`config.mk`:
```
export PLATFORM = sky130hd
export DESIGN_NAME = burst_serializer
export DESIGN_NICKNAME = d
export VERILOG_FILES = /design/src/rtl/burst_pkg.sv /design/src/rtl/burst_hold_reg.sv /design/src/rtl/burst_serializer.sv
export SDC_FILE = /design/constraint.sdc
export NUM_CORES = 1
export LEC_CHECK = 0
export CAP_MARGIN = 20
export CORE_ASPECT_RATIO = 1.1
export CORE_MARGIN = 1
export CORE_UTILIZATION = 50
export CTS_CLUSTER_DIAMETER = 50
export DETAILED_ROUTE_END_ITERATION = 8
export GPL_ROUTABILITY_DRIVEN = 0
export PLACE_DENSITY = 0.71
export SKIP_CTS_REPAIR_TIMING = 1
export SLEW_MARGIN = 20
export SYNTH_ARGS = -nofsm -noshare
export SYNTH_HDL_FRONTEND = slang
export SYNTH_SLANG_ARGS = --single-unit
```
`constraint.sdc`:
```
create_clock -name clk -period 6.3 [get_ports clk]
set_input_delay 1.26 -clock clk [delete_from_list [all_inputs] [get_ports clk]]
set_output_delay 1.26 -clock clk [all_outputs]
set_load 0.005 [all_outputs]
```
`src/rtl/burst_pkg.sv`:
```
// Shared types and sizing helpers for the burst buffer / burst serializer pair.
package burst_pkg;

    // Sequencer states: post-reset settling, waiting for a burst, streaming a burst.
    typedef enum logic [1:0] {
        LATENCY,
        IDLE,
        SHIFT
    } state_t;

    function automatic int imax(input int a, input int b);
        return (a > b) ? a : b;
    endfunction

    // Width of the latency counter and slot index; both must be able to hold
    // the larger of M and INITIAL_LATENCY.
    function automatic int cnt_width(input int m, input int lat);
        return $clog2(imax(m, lat) + 1);
    endfunction

endpackage

```
`src/rtl/burst_hold_reg.sv`:
```
// One-deep valid/ready holding register for a full burst. It accepts a new
// burst whenever it is empty, regardless of the clock enable, and empties when
// the sequencer copies the burst into its shift register.
module burst_hold_reg
    import burst_pkg::*;
#(
    parameter int M         = 5,
    parameter int PRECISION = 5
) (
    input  logic                            clk,
    input  logic                            rst,
    input  logic                            in_valid_i,
    input  logic [M-1:0][PRECISION-1:0]     data_i,
    input  logic                            consume_i,
    output logic                            in_ready_o,
    output logic                            full_o,
    output logic [M-1:0][PRECISION-1:0]     data_o
);

    typedef logic [M-1:0][PRECISION-1:0] burst_t;

    logic   full_q, full_d;
    burst_t data_q, data_d;

    // Capture on handshake; consume only happens while full, so the two never coincide.
    always_comb begin
        full_d = full_q;
        data_d = data_q;
        if (in_valid_i && !full_q) begin
            full_d = 1'b1;
            data_d = data_i;
        end else if (consume_i) begin
            full_d = 1'b0;
        end
    end

    // Holding register state; reset discards any held burst.
    always_ff @(posedge clk or posedge rst) begin
        if (rst) begin
            full_q <= 1'b0;
            data_q <= '0;
        end else begin
            full_q <= full_d;
            data_q <= data_d;
        end
    end

    assign in_ready_o = !full_q;
    assign full_o     = full_q;
    assign data_o     = data_q;

endmodule

```
`src/rtl/burst_serializer.sv`:
```
// Streams M-word bursts out one PRECISION-bit word per clock-enable cycle,
// slot M-1 first. A holding register in front of the shift register lets the
// next burst wait so consecutive bursts leave with no gap.
module burst_serializer
    import burst_pkg::*;
#(
    parameter int INITIAL_LATENCY = 3,
    parameter int M               = 5,
    parameter int PRECISION       = 5
) (
    input  logic                            clk,
    input  logic                            rst,
    input  logic                            ce,
    input  logic                            in_valid,
    output logic                            in_ready,
    input  logic [M-1:0][PRECISION-1:0]     data_in,
    output logic [PRECISION-1:0]            data_out,
    output logic                            out_valid,
    output logic                            out_last,
    output logic                            underrun
);

    if (M < 2) begin : g_m_check
        $error("burst_serializer: M must be at least 2");
    end

    localparam int CW = cnt_width(M, INITIAL_LATENCY);
    localparam int SW = (M > 1) ? $clog2(M) : 1;

    localparam logic [CW-1:0] LAT_MAX  = CW'(INITIAL_LATENCY);
    localparam logic [CW-1:0] IDX_END  = CW'(M);
    localparam logic [CW-1:0] IDX_LAST = CW'(M - 1);
    localparam logic [SW-1:0] SLOT_TOP = SW'(M - 1);

    typedef logic [M-1:0][PRECISION-1:0] burst_t;

    state_t                 state_q, state_d;
    logic [CW-1:0]          cnt_q, cnt_d;
    logic [CW-1:0]          idx_q, idx_d;
    burst_t                 sreg_q, sreg_d;
    logic [PRECISION-1:0]   data_q, data_d;
    logic                   valid_q, valid_d;
    logic                   last_q, last_d;
    logic                   under_q, under_d;

    logic                   hold_full;
    burst_t                 hold_data;
    logic                   load;
    logic [SW-1:0]          sel;

    burst_hold_reg #(
        .M         (M),
        .PRECISION (PRECISION)
    ) u_hold (
        .clk        (clk),
        .rst        (rst),
        .in_valid_i (in_valid),
        .data_i     (data_in),
        .consume_i  (load),
        .in_ready_o (in_ready),
        .full_o     (hold_full),
        .data_o     (hold_data)
    );

    // A held burst moves into the shift register from IDLE, or straight after
    // the previous burst's slot 0 so the stream stays contiguous.
    assign load = ce && hold_full &&
                  ((state_q == IDLE) || ((state_q == SHIFT) && (idx_q == IDX_END)));

    // Slot to emit while streaming; only evaluated when idx < M.
    assign sel = SLOT_TOP - SW'(idx_q);

    // Next-state and output sequencing; nothing moves without ce.
    always_comb begin
        state_d = state_q;
        cnt_d   = cnt_q;
        idx_d   = idx_q;
        sreg_d  = sreg_q;
        data_d  = data_q;
        valid_d = valid_q;
        last_d  = last_q;
        under_d = under_q;
        if (ce) begin
            under_d = 1'b0;
            if (load) begin
                data_d  = hold_data[M-1];
                valid_d = 1'b1;
                last_d  = 1'b0;
                sreg_d  = hold_data;
                idx_d   = CW'(1);
                state_d = SHIFT;
            end else begin
                case (state_q)
                    LATENCY: begin
                        if (cnt_q < LAT_MAX) begin
                            cnt_d = cnt_q + CW'(1);
                        end else begin
                            cnt_d   = '0;
                            state_d = IDLE;
                        end
                    end
                    IDLE: begin
                        valid_d = 1'b0;
                    end
                    SHIFT: begin
                        if (idx_q < IDX_END) begin
                            data_d  = sreg_q[sel];
                            valid_d = 1'b1;
                            last_d  = (idx_q == IDX_LAST);
                            idx_d   = idx_q + CW'(1);
                        end else begin
                            valid_d = 1'b0;
                            last_d  = 1'b0;
                            under_d = 1'b1;
                            state_d = IDLE;
                        end
                    end
                    default: begin
                        state_d = LATENCY;
                    end
                endcase
            end
        end
    end

    // Sequencer registers; reset restarts the settling period and drops any burst in flight.
    always_ff @(posedge clk or posedge rst) begin
        if (rst) begin
            state_q <= LATENCY;
            cnt_q   <= '0;
            idx_q   <= '0;
            sreg_q  <= '0;
            data_q  <= '0;
            valid_q <= 1'b0;
            last_q  <= 1'b0;
            under_q <= 1'b0;
        end else begin
            state_q <= state_d;
            cnt_q   <= cnt_d;
            idx_q   <= idx_d;
            sreg_q  <= sreg_d;
            data_q  <= data_d;
            valid_q <= valid_d;
            last_q  <= last_d;
            under_q <= under_d;
        end
    end

    assign data_out  = data_q;
    assign out_valid = valid_q;
    assign out_last  = last_q;
    assign underrun  = under_q;

endmodule

```
==> results of run 1 <==
metal layers:
metal,part of all wire,global-route usage,vias up
li1,-,-,1002
met1,0.46,0.239,970
met2,0.49,0.350,30
met3,0.036,0.0558,6
met4,0.014,0.0870,0
met5,0,0,-
critical path: cells and delay by family:
family | cells | cell delay, ns
and+or+nand+nor | 2 | 0.98
buffers and inverters | 1 | 0.67
muxes | 1 | 0.35
report_power, final:
part	internal, mW	total, mW	switching, mW
clock network	0.172	0.318	0.146
registers	0.628	0.740	0.111
logic	0.255	0.510	0.255
total	1.05	1.57	0.512
layout by cell type (no fill, tap or decap):
cell             instances
nor2b_2                  1
nand4_1                  2
nor2b_1                  3
nand2_1                 83
nand3_2                  1
or3_1                    1
dfrtp_1                 67
o21ai_0                  9
inv_1                    9
mux2i_1                  8
and2_1                   1
nand2b_1                 1
a211oi_1                 6
clkbuf_1                 1
inv_2                    1
o32ai_1                  1
mux4_1                   1
nor2_1                   8
o21ai_1                  9
and3_1                   1
buf_4                    2
nand3b_1                 3
a32o_1                   2
mux4_2                   1
nand3_1                  2
clkdlybuf4s50_1         37
clkinv_2                 2
clkbuf_8                12
nand4b_1                 2
mux2_1                  26
and3_2                   1
ha_1                     8
a21oi_1                  3
a31o_1                   1
logic make-up (layout without fill, tap and decap cells):
group	after synthesis	after routing	share of synthesized area
mux	36	36	0.143
fa+ha+maj	8	8	0.0339
buf+inv	23	64	0.0339
compound gates	31	31	0.0636
simple gates	110	110	0.158
flops	67	67	0.568
flip-flops by register name, indices dropped and copies added, names as in the netlist:
signal / flops
cnt_q: 3
underrun: 1
data_out: 5
idx_q: 3
out_last: 1
u_hold.full_o: 1
state_q: 2
u_hold.data_o: 25
out_valid: 1
sreg_q: 25
cell type report:
cell class,count,area (sq um)
fillers,494,1980
repair buffers,39,385
clock buffers,13,169
clock inverters,2,10.0
inverters,10,37.5
well taps,75,93.8
multi-input cells,185,1180
flip-flops and latches,67,1680
worst min path at each step:
stage / startpoint / slack (ns) / to
floorplan: u_hold.data_o[0] / 0.43 / sreg_q[0]
global placement: u_hold.data_o[12] / 0.44 / sreg_q[12]
detailed placement: u_hold.data_o[16] / 0.45 / sreg_q[16]
CTS: u_hold.data_o[15] / 0.47 / sreg_q[15]
global route: u_hold.data_o[8] / 0.49 / sreg_q[8]
finish: u_hold.data_o[4] / 0.46 / sreg_q[4]
stage by stage:
stage / setup slack [ns] / util / cell area, sq um / cells
2_1_floorplan: 3.36 / - / 2950 / 275
3_3_place_gp: 2.54 / 0.609 / 3370 / 376
3_5_place_dp: 2.91 / 0.610 / 3380 / 376
4_1_cts: 3.28 / 0.642 / 3550 / 391
5_1_grt: 3.12 / 0.642 / 3560 / 391
6_report: 3.25 / 0.642 / 3560 / 391
==> impl_metrics.csv, run 1 <==
group,metric,value,unit
clock_tree,h-tree-depth,3,
die,io_pins,38,
worst_setup_path,r2r_end,"cnt_q[0]",
logic_synthesis,syn_nets,312,
power_and_ir_drop,power_density,441,nW/um^2
final_layout,drive_above_1_share,0.0665,
worst_setup_path,critPathRequiredTime,6.51,ns
clock_tree,cts_sinks,67,
timing,holdWs,0.461,ns
global_route,grt_pass1_vias,2066,
worst_setup_path,cp-startpoint,"ce",
worst_setup_path,critical_path.cell_chain,"clkdlybuf4s50_1 > nand3_2 > nand3_1 > mux2_1",
timing,finClkSkew,0.00684,ns
place,port_buffers,37,
global_route,overflow,0,
route,finalWirelength,5100,um
logic_synthesis,synth_top_cells_by_count,"83 x nand2_1, 67 x dfrtp_1, 26 x mux2_1, 10 x inv_1",
die,die_area,6210,sq um
final_layout,diodes,0,
worst_setup_path,end_kind,"register",
timing,tns,0,ns
logic_synthesis,netlist.area_leader.share,0.568,
die,die_w,75.3,um
logic_synthesis,syn_area,2950,sq um
clock_tree,cts_tree,"done",
clock_tree,insertion_delay,0.33,ns
power_and_ir_drop,finalPower,1.57,mW
die,start_util,0.533,
logic_synthesis,yosysMostFrequentCell,"nand2_1",
min_path,hold_class,"register to register",
logic_synthesis,synth.distinct_cells,28,
logic_synthesis,postSynthCellCount,275,
timing,period_needed,3.05,ns
logic_synthesis,synth-seq-cells,67,
worst_setup_path,worst_path_largest_cell_delay,0.67,ns
logic_synthesis,async_flop_share,1.00,
global_route,grt_pass1_wl,9200,um
route,drc,0,
worst_setup_path,crit_type,"input pin to register",
logic_synthesis,yosysWarnings,0,
timing,tightest_slew,0.809,ns
worst_setup_path,cp.arrival,3.27,ns
worst_setup_path,cp_slowest_cell,"clkdlybuf4s50_1",
route,detailroute.via_count,2008,
worst_setup_path,ff2ff_path_depth,5,
timing,setup_viol,0,
logic_synthesis,ys_top_cells_by_area,"dfrtp_1 57%, nand2_1 11%, mux2_1 9.9%",
global_route,antenna_found_initial,0,
timing,slew_headroom,0.461,
place,dp_hpwl,3420,um
clock_tree,cts_max_path_buffers,2,
route,drtIter0Drc,111,
clock_tree,clkTransAtPathRegs,0.07,ns
worst_setup_path,cp_max_fo,35,
die,num_rows,28,
global_route,grt_max_degree,68,
logic_synthesis,ys_seq_area_frac,0.568,
logic_synthesis,yosysTopAreaCell,"dfrtp_1",
timing,final-max-slew-violation-count,0,
route,dr.pass1.iters,5,
logic_synthesis,synth_edf_count,0,
power_and_ir_drop,power.leakage,1.69,nW
die,core_area,5540,sq um
route,post_drt_via_cell_ratio,5.14,
power_and_ir_drop,max-vdd-ir-drop,0.000245,V
logic_synthesis,postSynthAreaPerCell,10.7,sq um
min_path,whs_path_depth,2,
worst_setup_path,r2r-start,"idx_q[0]",
clock_tree,root_buffer,"clkbuf_8",
timing,max_freq,0.328,GHz
timing,fin_crit_sh,0.484,
timing,rsz0062_at_grt,"false",
clock_tree,cts_made_buffers,9,
worst_setup_path,crit_path_end,"cnt_q[0]",
status,status,"complete, no violations",
final_layout,synthToLayoutAreaGrowth,20.5,%
final_layout,nets,349,
route,wire_per_inst,13.0,um
die,fp.dieH,82.6,um
worst_setup_path,crit_path_start_kind,"input pin",
worst_setup_path,reg2reg_setup_slack,3.77,ns
run,cap_violations,0,
logic_synthesis,ys.flop_type,"dfrtp_1",
route,ant_nets,0,
global_route,track_usage,0.204,
timing,hold_viol,0,
(Power assumes the default switching activity.)
==> run 2, diff against run 1 <==
Settings changed: CORE_UTILIZATION 50 to 49, PLACE_DENSITY 0.71 to 0.73.
Clock period 6.3 ns to 2.6 ns, I/O delays scaled along.
==> impl_metrics.csv, run 2 (synthesized netlist as in run 1, its figures left out) <==
group,metric,value,unit
global_route,overflow,0,
global_route,grt_pass1_vias,2118,
route,drtIter0Drc,124,
clock_tree,h-tree-depth,3,
global_route,grt_max_degree,68,
worst_setup_path,ff2ff_path_depth,7,
clock_tree,root_buffer,"clkbuf_8",
final_layout,final_common_cell,"nand2_1",
die,die_area,6340,sq um
min_path,whs_path_depth,2,
timing,setup_slack,0.570,ns
route,ant_nets,0,
timing,setup_viol,0,
clock_tree,clkTransAtPathRegs,0.07,ns
die,start_util,0.508,
min_path,min_to,"sreg_q[13]",
final_layout,synthToLayoutAreaGrowth,22.3,%
power_and_ir_drop,power_density,1090,nW/um^2
final_layout,drive_above_1_share,0.0688,
place,placedInstanceArea,3420,sq um
power_and_ir_drop,max-vdd-ir-drop,0.000605,V
min_path,hold_class,"register to register",
worst_setup_path,crit_type,"register to register",
status,status,"complete, no violations",
timing,hold_viol,0,
worst_setup_path,end_kind,"register",
timing,final-max-slew-violation-count,0,
global_route,track_usage,0.199,
clock_tree,insertion_delay,0.34,ns
min_path,hp-start,"u_hold.data_o[13]",
worst_setup_path,crit_path_start_kind,"register",
place,dp_hpwl,3610,um
worst_setup_path,cp.arrival,2.25,ns
die,die_w,76,um
worst_setup_path,r2r_end,"data_out[2]",
final_layout,final_area,3610,sq um
timing,rsz0062_at_grt,"false",
final_layout,diodes,0,
timing,slew_headroom,0.630,
global_route,grt_pass1_wl,9720,um
timing,finClkSkew,0.00750,ns
clock_tree,cts_made_buffers,9,
die,fp.dieH,83.4,um
worst_setup_path,critPathRequiredTime,2.82,ns
timing,fin_crit_sh,0.781,
worst_setup_path,cp_max_fo,10,
worst_setup_path,reg2reg_setup_slack,0.57,ns
global_route,antenna_found_initial,0,
final_layout,final_cell_mix,"83 x nand2_1, 67 x dfrtp_1, 37 x clkdlybuf4s50_1",
route,dr.pass1.iters,4,
power_and_ir_drop,power.leakage,1.71,nW
clock_tree,cts_tree,"done",
place,pre_cts_ws,0.378,ns
route,wire_per_inst,13.9,um
timing,period_needed,2.03,ns
clock_tree,cts_max_path_buffers,2,
worst_setup_path,r2r-start,"idx_q[1]",
route,detailroute.via_count,2068,
timing,tns,0,ns
die,num_rows,29,
place,port_buffers,37,
route,drc,0,
power_and_ir_drop,finalPower,3.93,mW
timing,tightest_slew,0.554,ns
final_layout,fin_util,0.622,
route,finalWirelength,5510,um
clock_tree,cts_sinks,67,
die,core_area,5810,sq um
timing,max_freq,0.493,GHz
die,io_pins,38,
route,post_drt_via_cell_ratio,5.21,
run,cap_violations,0,
final_layout,nets,353,
-- run 2: cell type report --
type,count,area (sq um)
inverter,10,37.5
fill,495,2200
timing repair buffer,43,428
clock buffer,13,159
sequential,67,1680
multi-input combinational,185,1180
clock inverter,2,35.0
tap,77,96.3
-- run 2: worst max-delay path, stage by stage (launching register included) --
cell	delay, ns
dfrtp_1	0.39
inv_1	0.08
ha_1	0.19
ha_1	0.50
mux2i_1	0.22
o21ai_0	0.13
a211oi_1	0.29
o21ai_1	0.11
-- run 2: how the worst max path moves through the flow --
| stage | from | end | depth (start not counted) | slack, ns |
|---|---|---|---|---|
| 2_1_floorplan | rst | cnt_q[0] | 1 | 0.40 |
| 4_1_cts | idx_q[1] | data_out[2] | 7 | 0.54 |
| 5_1_grt | idx_q[1] | data_out[2] | 7 | 0.45 |
| 3_5_place_dp | ce | data_out[0] | 5 | 0.38 |
| 3_3_place_gp | ce | data_out[2] | 5 | 0.47 |
| 6_report | idx_q[1] | data_out[2] | 7 | 0.57 |
-- run 2: through the flow --
stage / hold WS, ns / std cells
final: 0.455 / 397
after global routing: 0.482 / 397
after CTS: 0.462 / 397
after floorplan: 0.432 / 275
after global placement: 0.446 / 382
after detailed placement: 0.448 / 382
-- run 2: power by group --
| group | leakage, nW | switching (mW) | total [mW] | internal, mW |
|---|---|---|---|---|
| Sequential | 0.822 | 0.263 | 1.79 | 1.52 |
| Combinational | 0.792 | 0.654 | 1.30 | 0.642 |
| Clock | 0.0995 | 0.363 | 0.852 | 0.489 |
| Total | 1.71 | 1.28 | 3.93 | 2.65 |
-- run 2: metal layers --
metal  share of wire  track usage  up-vias
li1                -            -     1005
met1            0.43        0.247     1015
met2            0.52        0.328       37
met3           0.029       0.0308       11
met4           0.025        0.121        0
met5               0            0        -
==> run 3, diff against run 2 <==
Settings changed: CORE_UTILIZATION 49 to 50, PLACE_DENSITY 0.73 to 0.71.
Clock period 2.6 ns to 2.1 ns, I/O delays scaled along.
==> impl_metrics.csv, run 3 (synthesized netlist as in run 1, its figures left out) <==
group,metric,value,unit
worst_setup_path,crit_path_start_kind,"register",
final_layout,fin_util,0.654,
global_route,grt_max_degree,68,
final_layout,multiInputGateArea,1180,sq um
worst_setup_path,crit_type,"register to register",
die,core_area,5540,sq um
power_and_ir_drop,seqPwrFrac,0.461,
clock_tree,clkTransAtPathRegs,0.07,ns
die,num_rows,28,
die,die_w,75.3,um
route,drc,0,
route,drtIter0Drc,94,
route,detailroute.via_count,2025,
worst_setup_path,cp_max_fo,10,
timing,rsz0062_at_grt,"false",
final_layout,drive_above_1_share,0.0719,
place,pre_cts_ws,0.0214,ns
timing,finClkSkew,0.00980,ns
clock_tree,cts_max_path_buffers,2,
timing,final-max-slew-violation-count,0,
power_and_ir_drop,internal_power,3.22,mW
worst_setup_path,cp-startpoint,"idx_q[1]",
place,port_buffers,37,
timing,period_needed,1.97,ns
worst_setup_path,r2r-start,"idx_q[1]",
power_and_ir_drop,max-vdd-ir-drop,0.000642,V
final_layout,final_common_cell,"nand2_1",
timing,setup_viol,0,
global_route,overflow,0,
power_and_ir_drop,comb_power_share,0.337,
place,placedInstanceArea,3440,sq um
clock_tree,root_buffer,"clkbuf_8",
timing,holdWs,0.462,ns
run,cap_violations,0,
route,wire_per_inst,13.3,um
global_route,track_usage,0.200,
route,dr.pass1.iters,4,
timing,setup_slack,0.133,ns
timing,max_freq,0.508,GHz
die,die_area,6210,sq um
worst_setup_path,critPathRequiredTime,2.33,ns
final_layout,final_cell_mix,"83 x nand2_1, 67 x dfrtp_1, 37 x clkdlybuf4s50_1",
global_route,antenna_found_initial,0,
clock_tree,cts_made_buffers,9,
worst_setup_path,end_kind,"register",
global_route,grt_pass1_vias,2090,
final_layout,nets,353,
power_and_ir_drop,power_density,1320,nW/um^2
worst_setup_path,crit_path_end,"data_out[3]",
min_path,hold_class,"register to register",
die,io_pins,38,
worst_setup_path,reg2reg_setup_slack,0.13,ns
clock_tree,insertion_delay,0.34,ns
worst_setup_path,ff2ff_path_depth,7,
power_and_ir_drop,clkPwrFrac,0.202,
die,fp.dieH,82.6,um
power_and_ir_drop,power.switching,1.57,mW
timing,hold_viol,0,
route,post_drt_via_cell_ratio,5.13,
status,status,"complete, no violations",
clock_tree,cts_sinks,67,
timing,slew_headroom,0.654,
worst_setup_path,r2r_end,"data_out[3]",
power_and_ir_drop,swShare,0.328,
final_layout,final_area,3620,sq um
clock_tree,cts_tree,"done",
final_layout,synthToLayoutAreaGrowth,22.7,%
final_layout,fillers,489,
final_layout,diodes,0,
timing,tns,0,ns
timing,fin_crit_sh,0.937,
route,ant_nets,0,
place,dp_hpwl,3600,um
timing,tightest_slew,0.518,ns
global_route,grt_pass1_wl,8960,um
worst_setup_path,cp.arrival,2.20,ns
clock_tree,h-tree-depth,3,
die,start_util,0.533,
route,finalWirelength,5240,um
power_and_ir_drop,power.leakage,1.71,nW
final_layout,regArea,1680,sq um
==> run 3: metrics by stage <==
stage / cells / power [mW]
after floorplan: 275 / 3.31
after global placement: 380 / 3.80
after detailed placement: 380 / 3.88
after CTS: 395 / 4.85
after global routing: 395 / 5.16
final: 395 / 4.80
==> run 3: worst min-delay path by stage <==
stage,from,to,slack [ns],depth (start not counted)
floorplan,u_hold.data_o[0],sreg_q[0],0.43,2
global placement,u_hold.data_o[17],sreg_q[17],0.45,2
detailed placement,u_hold.data_o[17],sreg_q[17],0.45,2
CTS,u_hold.data_o[17],sreg_q[17],0.47,2
global route,u_hold.data_o[16],sreg_q[16],0.49,2
finish,u_hold.data_o[17],sreg_q[17],0.46,2
==> run 3: critical path, cell delays in order, from the launching register on <==
cell and delay, ns:
dfrtp_1 0.39, inv_1 0.08, ha_1 0.18, ha_1 0.49, mux2i_1 0.23, o21ai_0 0.13, a211oi_1 0.26, o21ai_1 0.10
==> run 3: layout make-up <==
| cell class | instances | share of cell area |
|---|---|---|
| Sequential cell | 67 | 0.463 |
| Multi-Input combinational cell | 185 | 0.325 |
| Timing Repair Buffer | 43 | 0.125 |
| Clock buffer | 13 | 0.0466 |
| Tap cell | 75 | 0.0259 |
| Inverter | 10 | 0.0114 |
| Clock inverter | 2 | 0.00276 |
==> run 3: power by group through the flow <==
stage	combinational, mW	clock (mW)	sequential (mW)
after floorplan	1.17	0	2.14
after global placement	1.59	0	2.22
after detailed placement	1.64	0	2.24
after CTS	1.64	0.991	2.22
after global routing	1.85	1.04	2.28
final	1.62	0.966	2.21
==> run 3: per-layer routing <==
metal / GRT usage / share of wire / vias up
met5: 0 / 0 / -
met4: 0.111 / 0.026 / 0
met3: 0.0534 / 0.038 / 17
met2: 0.350 / 0.49 / 43
met1: 0.220 / 0.44 / 960
li1: - / - / 1005
